===== src/rtl/palm_locator.sv =====
// palm_locator: scans a raster-ordered binary image and publishes the bounding
// box of the first vertical block of rows that each hold a wide run of object
// pixels. A zero box means no palm was found.
//
// Handshake: a pixel is consumed on any clock edge where pixel_valid is high
// while the block is in IDLE with frame_start high, or in SCAN. There is no
// backpressure. palm_done is a one-cycle strobe that marks the box outputs as
// freshly updated.
module palm_locator #(
    parameter int IMAGE_WIDTH   = 120,
    parameter int IMAGE_HEIGHT  = 160,
    parameter int MIN_PALM_RUN  = 20,
    parameter int MIN_PALM_ROWS = 8
) (
    input  logic       clk,
    input  logic       rst,
    input  logic       frame_start,
    input  logic       pixel_valid,
    input  logic       object_image,
    output logic [7:0] palm_width,
    output logic [7:0] palm_height,
    output logic [7:0] start_of_palm_r,
    output logic [7:0] start_of_palm_c,
    output logic [7:0] end_of_palm_r,
    output logic [7:0] end_of_palm_c,
    output logic       palm_done,
    output logic       busy
);

    localparam logic [7:0] LAST_COL = 8'(IMAGE_WIDTH - 1);
    localparam logic [7:0] LAST_ROW = 8'(IMAGE_HEIGHT - 1);
    localparam logic [7:0] MIN_RUN  = 8'(MIN_PALM_RUN);
    localparam logic [7:0] MIN_ROWS = 8'(MIN_PALM_ROWS);

    typedef enum logic [1:0] {S_IDLE, S_SCAN, S_CLOSE, S_PUBLISH} state_t;
    state_t state_q, state_d;

    // Pixel position and per-row run trackers.
    logic [7:0] col_q, col_d, row_q, row_d;
    logic [7:0] cur_len_q, cur_len_d, cur_start_q, cur_start_d;
    logic [7:0] max_len_q, max_len_d, max_start_q, max_start_d, max_end_q, max_end_d;
    // Currently open block of qualifying rows.
    logic       blk_open_q, blk_open_d;
    logic [7:0] blk_start_r_q, blk_start_r_d, blk_end_r_q, blk_end_r_d;
    logic [7:0] blk_rows_q, blk_rows_d, blk_min_c_q, blk_min_c_d, blk_max_c_q, blk_max_c_d;
    // First accepted block of the frame.
    logic       cap_valid_q, cap_valid_d;
    logic [7:0] cap_start_r_q, cap_start_r_d, cap_end_r_q, cap_end_r_d;
    logic [7:0] cap_start_c_q, cap_start_c_d, cap_end_c_q, cap_end_c_d;
    // Published outputs.
    logic [7:0] palm_width_q, palm_width_d, palm_height_q, palm_height_d;
    logic [7:0] start_r_q, start_r_d, start_c_q, start_c_d, end_r_q, end_r_d, end_c_q, end_c_d;
    logic       palm_done_q, palm_done_d;

    logic       accept, restart, row_end, frame_end, qualifies, close_blk;
    logic [7:0] eff_col, eff_row, run_len, run_start;

    // Pixel acceptance and the position the accepted pixel occupies.
    always_comb begin
        accept    = pixel_valid && ((state_q == S_IDLE && frame_start) || state_q == S_SCAN);
        restart   = accept && frame_start;
        eff_col   = restart ? 8'd0 : col_q;
        eff_row   = restart ? 8'd0 : row_q;
        row_end   = (eff_col == LAST_COL);
        frame_end = accept && row_end && (eff_row == LAST_ROW);
    end

    // State register.
    always_ff @(posedge clk or posedge rst) begin
        if (rst) state_q <= S_IDLE;
        else     state_q <= state_d;
    end

    // Next-state logic.
    always_comb begin
        state_d = state_q;
        case (state_q)
            S_IDLE:    if (accept) state_d = frame_end ? S_CLOSE : S_SCAN;
            S_SCAN:    if (frame_end) state_d = S_CLOSE;
            S_CLOSE:   state_d = S_PUBLISH;
            S_PUBLISH: state_d = S_IDLE;
            default:   state_d = S_IDLE;
        endcase
    end

    // Output logic: busy flag and the values loaded when publishing.
    always_comb begin
        busy          = (state_q == S_SCAN) || (state_q == S_CLOSE);
        palm_done_d   = (state_q == S_PUBLISH);
        palm_width_d  = palm_width_q;
        palm_height_d = palm_height_q;
        start_r_d     = start_r_q;
        start_c_d     = start_c_q;
        end_r_d       = end_r_q;
        end_c_d       = end_c_q;
        if (state_q == S_PUBLISH) begin
            if (cap_valid_q) begin
                palm_width_d  = cap_end_c_q - cap_start_c_q + 8'd1;
                palm_height_d = cap_end_r_q - cap_start_r_q + 8'd1;
                start_r_d     = cap_start_r_q;
                start_c_d     = cap_start_c_q;
                end_r_d       = cap_end_r_q;
                end_c_d       = cap_end_c_q;
            end else begin
                palm_width_d  = 8'd0;
                palm_height_d = 8'd0;
                start_r_d     = 8'd0;
                start_c_d     = 8'd0;
                end_r_d       = 8'd0;
                end_c_d       = 8'd0;
            end
        end
    end

    // Run tracking, row close and block open/extend/close decisions.
    always_comb begin
        col_d = col_q;                 row_d = row_q;
        cur_len_d = cur_len_q;         cur_start_d = cur_start_q;
        max_len_d = max_len_q;         max_start_d = max_start_q;   max_end_d = max_end_q;
        blk_open_d = blk_open_q;       blk_start_r_d = blk_start_r_q; blk_end_r_d = blk_end_r_q;
        blk_rows_d = blk_rows_q;       blk_min_c_d = blk_min_c_q;   blk_max_c_d = blk_max_c_q;
        cap_valid_d = cap_valid_q;     cap_start_r_d = cap_start_r_q; cap_end_r_d = cap_end_r_q;
        cap_start_c_d = cap_start_c_q; cap_end_c_d = cap_end_c_q;
        run_len = 8'd0;
        run_start = 8'd0;
        qualifies = 1'b0;
        close_blk = 1'b0;

        // A new frame forgets any block or capture from the previous scan.
        if (restart) begin
            blk_open_d = 1'b0;    blk_start_r_d = 8'd0; blk_end_r_d = 8'd0;
            blk_rows_d = 8'd0;    blk_min_c_d = 8'd0;   blk_max_c_d = 8'd0;
            cap_valid_d = 1'b0;   cap_start_r_d = 8'd0; cap_end_r_d = 8'd0;
            cap_start_c_d = 8'd0; cap_end_c_d = 8'd0;
        end

        if (accept) begin
            if (eff_col == 8'd0) begin
                cur_len_d = 8'd0; cur_start_d = 8'd0;
                max_len_d = 8'd0; max_start_d = 8'd0; max_end_d = 8'd0;
            end
            if (object_image) begin
                if (cur_len_d == 8'd0) begin
                    run_len   = 8'd1;
                    run_start = eff_col;
                end else begin
                    run_len   = (cur_len_d == 8'hFF) ? 8'hFF : cur_len_d + 8'd1;
                    run_start = cur_start_d;
                end
            end
            cur_len_d   = run_len;
            cur_start_d = run_start;
            // The growing run takes over the row record once strictly longer,
            // so its end column follows the run until it stops.
            if (run_len > max_len_d) begin
                max_len_d   = run_len;
                max_start_d = run_start;
                max_end_d   = eff_col;
            end
            if (row_end) begin
                col_d = 8'd0;
                row_d = (eff_row == LAST_ROW) ? 8'd0 : eff_row + 8'd1;
                qualifies = (max_len_d >= MIN_RUN);
                if (qualifies) begin
                    if (!blk_open_d) begin
                        blk_open_d    = 1'b1;
                        blk_start_r_d = eff_row;
                        blk_min_c_d   = max_start_d;
                        blk_max_c_d   = max_end_d;
                        blk_rows_d    = 8'd1;
                    end else begin
                        blk_rows_d  = blk_rows_d + 8'd1;
                        blk_min_c_d = (max_start_d < blk_min_c_d) ? max_start_d : blk_min_c_d;
                        blk_max_c_d = (max_end_d > blk_max_c_d) ? max_end_d : blk_max_c_d;
                    end
                    blk_end_r_d = eff_row;
                end else begin
                    close_blk = blk_open_d;
                end
            end else begin
                col_d = eff_col + 8'd1;
                row_d = eff_row;
            end
        end

        // A block still open after the last row is judged in CLOSE.
        if (state_q == S_CLOSE) close_blk = blk_open_d;

        if (close_blk) begin
            if (blk_rows_d >= MIN_ROWS && !cap_valid_d) begin
                cap_valid_d   = 1'b1;
                cap_start_r_d = blk_start_r_d;
                cap_end_r_d   = blk_end_r_d;
                cap_start_c_d = blk_min_c_d;
                cap_end_c_d   = blk_max_c_d;
            end
            blk_open_d = 1'b0;
        end
    end

    // Datapath and output registers.
    always_ff @(posedge clk or posedge rst) begin
        if (rst) begin
            col_q <= '0;         row_q <= '0;
            cur_len_q <= '0;     cur_start_q <= '0;
            max_len_q <= '0;     max_start_q <= '0;   max_end_q <= '0;
            blk_open_q <= 1'b0;  blk_start_r_q <= '0; blk_end_r_q <= '0;
            blk_rows_q <= '0;    blk_min_c_q <= '0;   blk_max_c_q <= '0;
            cap_valid_q <= 1'b0; cap_start_r_q <= '0; cap_end_r_q <= '0;
            cap_start_c_q <= '0; cap_end_c_q <= '0;
            palm_width_q <= '0;  palm_height_q <= '0;
            start_r_q <= '0;     start_c_q <= '0;     end_r_q <= '0;     end_c_q <= '0;
            palm_done_q <= 1'b0;
        end else begin
            col_q <= col_d;                 row_q <= row_d;
            cur_len_q <= cur_len_d;         cur_start_q <= cur_start_d;
            max_len_q <= max_len_d;         max_start_q <= max_start_d;   max_end_q <= max_end_d;
            blk_open_q <= blk_open_d;       blk_start_r_q <= blk_start_r_d; blk_end_r_q <= blk_end_r_d;
            blk_rows_q <= blk_rows_d;       blk_min_c_q <= blk_min_c_d;   blk_max_c_q <= blk_max_c_d;
            cap_valid_q <= cap_valid_d;     cap_start_r_q <= cap_start_r_d; cap_end_r_q <= cap_end_r_d;
            cap_start_c_q <= cap_start_c_d; cap_end_c_q <= cap_end_c_d;
            palm_width_q <= palm_width_d;   palm_height_q <= palm_height_d;
            start_r_q <= start_r_d;         start_c_q <= start_c_d;
            end_r_q <= end_r_d;             end_c_q <= end_c_d;
            palm_done_q <= palm_done_d;
        end
    end

    assign palm_width      = palm_width_q;
    assign palm_height     = palm_height_q;
    assign start_of_palm_r = start_r_q;
    assign start_of_palm_c = start_c_q;
    assign end_of_palm_r   = end_r_q;
    assign end_of_palm_c   = end_c_q;
    assign palm_done       = palm_done_q;

endmodule


===== config.mk =====
export PLATFORM = sky130hd
export DESIGN_NAME = palm_locator
export DESIGN_NICKNAME = d
export VERILOG_FILES = /design/src/rtl/palm_locator.sv
export SDC_FILE = /design/constraint.sdc
export NUM_CORES = 1
export LEC_CHECK = 0
export CORE_MARGIN = 1.5
export CORE_UTILIZATION = 50
export DETAILED_ROUTE_END_ITERATION = 10
export HOLD_SLACK_MARGIN = 0.05
export PLACE_DENSITY = 0.76
export SLEW_MARGIN = 20
export SYNTH_ARGS = -nofsm -noshare
export SYNTH_HDL_FRONTEND = slang
export SYNTH_SLANG_ARGS = --single-unit

===== constraint.sdc =====
create_clock -name clk -period 6.55 [get_ports clk]
set_input_delay 1.31 -clock clk [delete_from_list [all_inputs] [get_ports clk]]
set_output_delay 1.31 -clock clk [all_outputs]
set_load 0.005 [all_outputs]

**Yosys cells after proc, flatten, opt, wreduce, memory -nomap -nowiden**

Index checks and enable logic that the tools add are counted.

- Register bits after elaboration: 181
- Output and inout port bits: 50
- Input bits: 5
- Word-level logic and storage cells: 144

- $add $sub $neg: 8
- Multiplexer cells: 84
- Reductions and logical operators: 13
- Order comparisons: 5
- Equality and inequality tests: 8

Operator list:

| cell | count |
|---|---|
| two-way mux 8 bit | 68 |
| adder 8 x 1 -> 8 bit, second input constant | 6 |
| == test 8 bit, second input constant | 2 |
| greater-than comparator 8 bit | 2 |
| zero test 8 bit | 2 |
| subtractor 8 bit | 2 |
| two-way mux 1 bit | 12 |
| == test 8 x 7 -> 1 bit, second input constant | 1 |
| >= comparator 8 x 4 -> 1 bit, second input constant | 1 |
| >= comparator 8 x 5 -> 1 bit, second input constant | 1 |
| less-than comparator 8 bit | 1 |
| case mux 2 bit (4 select lines) | 1 |
| logical AND 1 bit | 6 |
| two-way mux 2 bit | 3 |
| == test 2 bit, second input constant | 2 |
| inequality test 2 bit, second input constant | 2 |
| == test 2 x 1 -> 1 bit, second input constant | 1 |
| zero test 2 bit | 1 |
| logical OR 1 bit | 2 |
| AND reduction 2 bit | 1 |
| zero test 1 bit | 1 |

**Logic depth before layout (Yosys ltp)**

- Depth after elaboration: 25
- Gate-level depth with buffers: 32
- Depth with buffers taken out: 28

**Worst setup path after synthesis**

No wires, ideal clock.

- Path kind: in2reg
- Start point: input port pixel_valid
- End point: register cap_end_c_q[1]
- Required time: 6.417 ns
- Buffers on the path: 5
- Arrival: 6.685 ns
- Stages on the path: 28
- Setup time: 0.133 ns
- Path slack: -0.268 ns
- Path through: o211ai_1 clkbuf_1 nand2_1 ha_1 nor4b_2 a22oi_4 buf_6 clkbuf_1 buf_1 nand2_1 a21oi_1 ha_1 nand3_1 nor2_1 a32oi_1 nand2_1 clkbuf_1 o21ai_0 ha_1 a21o_1 a211o_1 a21oi_1 o21ai_0 a21oi_1 nor2_1 a22o_1 nand2_1 o31ai_1

- Longest elaborated chain between the ends: 22
- Elaborated cells on any way between the ends: 51
- Classes of those cells: add/sub (2); order compare (4); eq/ne (2); mux (37); reduce/logical (6)

RTL lines:

| what | RTL line | text |
|---|---|---|
| start: declaration | 18 | `input logic pixel_valid,` |
| logical AND 1 bit * | 60 | `accept = pixel_valid && ((state_q == S_IDLE && frame_start) \|\| state_q == S_SCAN);` |
| logical AND 1 bit | 61 | `restart = accept && frame_start;` |
| two-way mux 8 bit | 62 | `eff_col = restart ? 8'd0 : col_q;` |
| zero test 8 bit | 138 | `if (eff_col == 8'd0) begin` |
| two-way mux 8 bit | 138 |  |
| two-way mux 8 bit | 137 | `if (accept) begin` |
| adder 8 x 1 -> 8 bit or == test 8 bit (tied branches) | 147 | `run_len = (cur_len_d == 8'hFF) ? 8'hFF : cur_len_d + 8'd1;` |
| two-way mux 8 bit | 147 |  |
| [8 not listed] | - |  |
| two-way mux 8 bit | 165 | `if (!blk_open_d) begin` |
| two-way mux 8 bit | 164 | `if (qualifies) begin` |
| two-way mux 8 bit | 160 | `if (row_end) begin` |
| two-way mux 8 bit * | 137 |  |
| net blk_max_c_d[1] | 45 | `logic [7:0] blk_rows_q, blk_rows_d, blk_min_c_q, blk_min_c_d, blk_max_c_q, blk_max_c_d;` |
| two-way mux 8 bit * | 190 | `if (blk_rows_d >= MIN_ROWS && !cap_valid_d) begin` |
| two-way mux 8 bit * | 189 | `if (close_blk) begin` |
| net cap_end_c_d[1] | 49 | `logic [7:0] cap_start_c_q, cap_start_c_d, cap_end_c_q, cap_end_c_d;` |
| end signal: assignment | 221 | `cap_start_c_q <= cap_start_c_d; cap_end_c_q <= cap_end_c_d;` |
| end: declaration | 49 |  |

Mark *: on every way through the listed nets, which the timed path passes. The rest lies on a longest branch. The select of a mux whose other input is x is not followed.
A chain may end at the register's enable or synchronous reset.

**Worst setup path after layout**

- Start point: input port frame_start
- End point: register cap_start_r_q[4]

- Longest elaborated chain between the ends: 24
- Elaborated cells on any way between the ends: 49
- Classes of those cells: add/sub (2); order compare (3); eq/ne (2); mux (34); reduce/logical (8)

RTL lines:

| what | RTL line | text |
|---|---|---|
| start: declaration | 17 | `input logic frame_start,` |
| logical AND 1 bit | 60 |  |
| logical OR 1 bit | 60 |  |
| logical AND 1 bit | 60 |  |
| logical AND 1 bit | 61 |  |
| two-way mux 8 bit | 62 |  |
| zero test 8 bit | 138 |  |
| two-way mux 8 bit | 138 |  |
| two-way mux 8 bit | 137 |  |
| [9 not listed] | - |  |
| two-way mux 8 bit | 164 |  |
| two-way mux 8 bit | 160 |  |
| two-way mux 8 bit | 137 |  |
| >= comparator 8 x 4 -> 1 bit | 190 |  |
| logical AND 1 bit | 190 |  |
| two-way mux 8 bit | 190 |  |
| two-way mux 8 bit * | 189 |  |
| net cap_start_r_d[4] | 48 | `logic [7:0] cap_start_r_q, cap_start_r_d, cap_end_r_q, cap_end_r_d;` |
| end signal: assignment | 220 | `cap_valid_q <= cap_valid_d; cap_start_r_q <= cap_start_r_d; cap_end_r_q <= cap_end_r_d;` |
| end: declaration | 48 |  |

Marked as above.

==> impl_metrics.yaml <==
drt:
  wl_met2_um: 10200
  wl_per_cell_um: 15.7
  antenna_left: 0
  drc: 0
  highest_layer: "met4"
  drt_pre_antenna_iters: 5
  m1WireLength_um: 10400
  routed_via_density: 5.62
  first_iter_violations: 837
  vias: 7872
  wl_met3_um: 1090
  wirelength_um: 22000
timing:
  tightestPinTransition_ns: 0.764
  grt_setup_unrepaired: "no"
  final.period_utilization: 0.949
  whs_ns: 0.478
  slew_headroom: 0.490
  finalHoldViolations: 0
  finalCriticalPeriod_ns: 6.21
  fmax_mhz: 161
  fin_skew_ns: 0.00845
  drv_slew: 0
  setup_viol: 0
global_routing:
  grt_max_degree: 89
  grt_pass1_wl_um: 37300
  grt_pass1_vias: 7468
  gr-usage-all-layers: 0.231
  grt-ovfl-total: 0
  antenna_found_initial: 0
clocking:
  cts_tree: "yes"
  cts_buffer_depth: 2
  root_buffer: "clkbuf_16"
  worst_skew_pair.late_latency_ns: 0.44
  hold_buffers: 0
  cts_sinks: 181
  h-tree-depth: 4
  cts_buffers: 17
  clkTransAtPathRegs_ns: 0.07
critical_path:
  cp.arrival_ns: 6.55
  r2r_slack_ns: 0.81
  required_ns: 6.89
  path_max_fanout: 28
  crit_type: "input pin to register"
  cp-start-kind: "input pin"
  cp-end-kind: "register"
final_layout:
  multi_input_area_um2: 4540
  finalNonFillerCells: 1400
  fillers: 1588
  diodes: 0
  seqCellArea_um2: 4530
  num-nets-final: 1218
  design_area_um2: 11300
  final_common_cell: "nand2_1"
  mostFrequentLayoutCells: "nand2_1, dfrtp_1, o21ai_0"
  final_util: 0.601
  drive_gt1_frac: 0.100
  syn2layout_area_growth_pct: 17.5
die:
  die-area_um2: 20100
  die_x_um: 142
  start_util: 0.512
  core-area_um2: 18800
  io_pins: 55
  fp.dieH_um: 142
  row_count: 50
run_status:
  status: "finished, final reports clean"
power:
  ir_worst_vdd_uv: 198
  leakagePower_nw: 5.21
  power.density_nw_per_um2: 292
synth:
  ys_ff_latch: 181
  yosysSeqAreaShare: 0.471
  syn_inst: 1081
  synthArstFlopShare: 1.00
  synth_edf_count: 0
  syn-cell-area_um2: 9610
  avgSynthCellArea_um2: 8.89
  ys_types: 65
  ys_warn_count: 0
  synth_ff_type: "dfrtp_1"
  synth_nets: 1146
run:
  cap_viol_max_count: 0
placement:
  gp_congestion: 0.903
  hpwlAfterDp_um: 15000
  placed_area_um2: 10600
  place_inst: 1365
  io_buffers: 54
min_path:
  hp-class: "register to register"
stage by stage:
step | setup TNS, ns | worst slack [ns] | power [W]
3_5_place_dp | -2.27 | -0.143 | 0.00223
3_3_place_gp | -0.0306 | -0.00789 | 0.00221
6_report | 0 | 0.337 | 0.00330
5_1_grt | 0 | 0.0302 | 0.00347
2_1_floorplan | 0 | 0.0596 | 0.00191
4_1_cts | 0 | 0.286 | 0.00330
critical path: stages:
cell and delay, ns:
clkdlybuf4s50_1 0.47, o211ai_1 0.22, nand2_1 0.14, ha_1 0.27
nor4b_4 0.15, a22oi_4 0.22, nand2_1 0.20, a311oi_2 0.37
ha_1 0.31, nand3_1 0.11, nor2_1 0.05, a32oi_1 0.22
nand2_1 0.13, buf_12 0.18, buf_4 0.16, a211oi_2 0.28
nor4_4 0.11, buf_4 0.15, a221oi_1 0.32, o2bb2ai_1 0.18
nor4_4 0.31, a21oi_4 0.10, buf_12 0.17, buf_4 0.17
o31ai_1 0.22
where the power goes:
| group | internal [W] | switching (W) | total [W] | leakage, nW |
|---|---|---|---|---|
| Clock | 0.000582 | 0.000485 | 0.00107 | 0.292 |
| Sequential | 0.00117 | 0.0000489 | 0.00122 | 2.51 |
| Combinational | 0.000361 | 0.000650 | 0.00101 | 2.40 |
| Total | 0.00212 | 0.00118 | 0.00330 | 5.21 |
path summary, 6_finish.rpt:
check / from / end / depth (start not counted)
worst max-delay path: frame_start / cap_start_r_q[4] / 25
worst min-delay path: cur_start_q[0] / cur_start_q[0] / 2
worst max register to register: state_q[0] / cap_start_r_q[4] / 26
worst min register to register: cur_start_q[0] / cur_start_q[0] / 2
max in group asynchronous: rst / cap_start_r_q[2] / 3
min in group asynchronous: rst / start_of_palm_c[5] / 2
cell type report:
| cell class | instances | area share |
|---|---|---|
| Clock buffer | 17 | 0.0377 |
| Clock inverter | 15 | 0.0164 |
| Inverter | 90 | 0.0304 |
| Multi-Input combinational cell | 756 | 0.403 |
| Sequential cell | 181 | 0.401 |
| Tap cell | 234 | 0.0259 |
| Timing Repair Buffer | 107 | 0.0857 |
synthesized netlist by cell type (3+ instances only):
cell type | instances | area (um^2)
nand2_1 | 205 | 769
dfrtp_1 | 181 | 4530
o21ai_0 | 101 | 505
inv_1 | 89 | 334
nand3_1 | 79 | 395
ha_1 | 58 | 726
nor2_1 | 46 | 173
a21oi_1 | 39 | 195
clkbuf_1 | 38 | 143
a21o_1 | 30 | 225
o21ai_1 | 18 | 90.1
a31oi_1 | 14 | 87.6
nor3_1 | 13 | 65.1
o31ai_1 | 13 | 97.6
xnor2_1 | 13 | 114
o22ai_1 | 12 | 75.1
nand4_1 | 11 | 68.8
and2_1 | 10 | 62.6
a22o_1 | 8 | 70.1
and3_1 | 8 | 50.1
buf_1 | 7 | 26.3
xor2_1 | 6 | 52.6
buf_2 | 5 | 25.0
o21bai_1 | 5 | 37.5
a211oi_1 | 4 | 30.0
nor4_1 | 4 | 25.0
o211ai_1 | 4 | 30.0
o221ai_1 | 4 | 35.0
and4_1 | 3 | 26.3
buf_4 | 3 | 22.5
mux2_2 | 3 | 33.8
nand2b_1 | 3 | 18.8
nor2b_1 | 3 | 18.8
or2_2 | 3 | 18.8
routing by layer:
metal,vias up,global-route usage
met5,-,0
met4,0,0.0553
met3,28,0.0449
met2,218,0.366
met1,3743,0.329
li1,3883,-
repair_timing:
action	in CTS	in global routing
resized for setup	0	6
setup buffers	0	3
endpoints found under the setup margin	0	33
cells by family (layout without fill, tap and decap cells):
| family | Yosys count | in the layout | synth area share |
|---|---|---|---|
| AOI/OAI and AO/OA | 274 | 274 | 0.179 |
| xor gates and xnor gates | 19 | 19 | 0.0173 |
| adders and majority gates | 60 | 60 | 0.0797 |
| buffers and inverters | 144 | 229 | 0.0589 |
| DFF | 181 | 181 | 0.471 |
| muxes | 6 | 6 | 0.00677 |
| and+or+nand+nor | 397 | 397 | 0.187 |
Note: power is estimated with default switching activity, not from simulation.
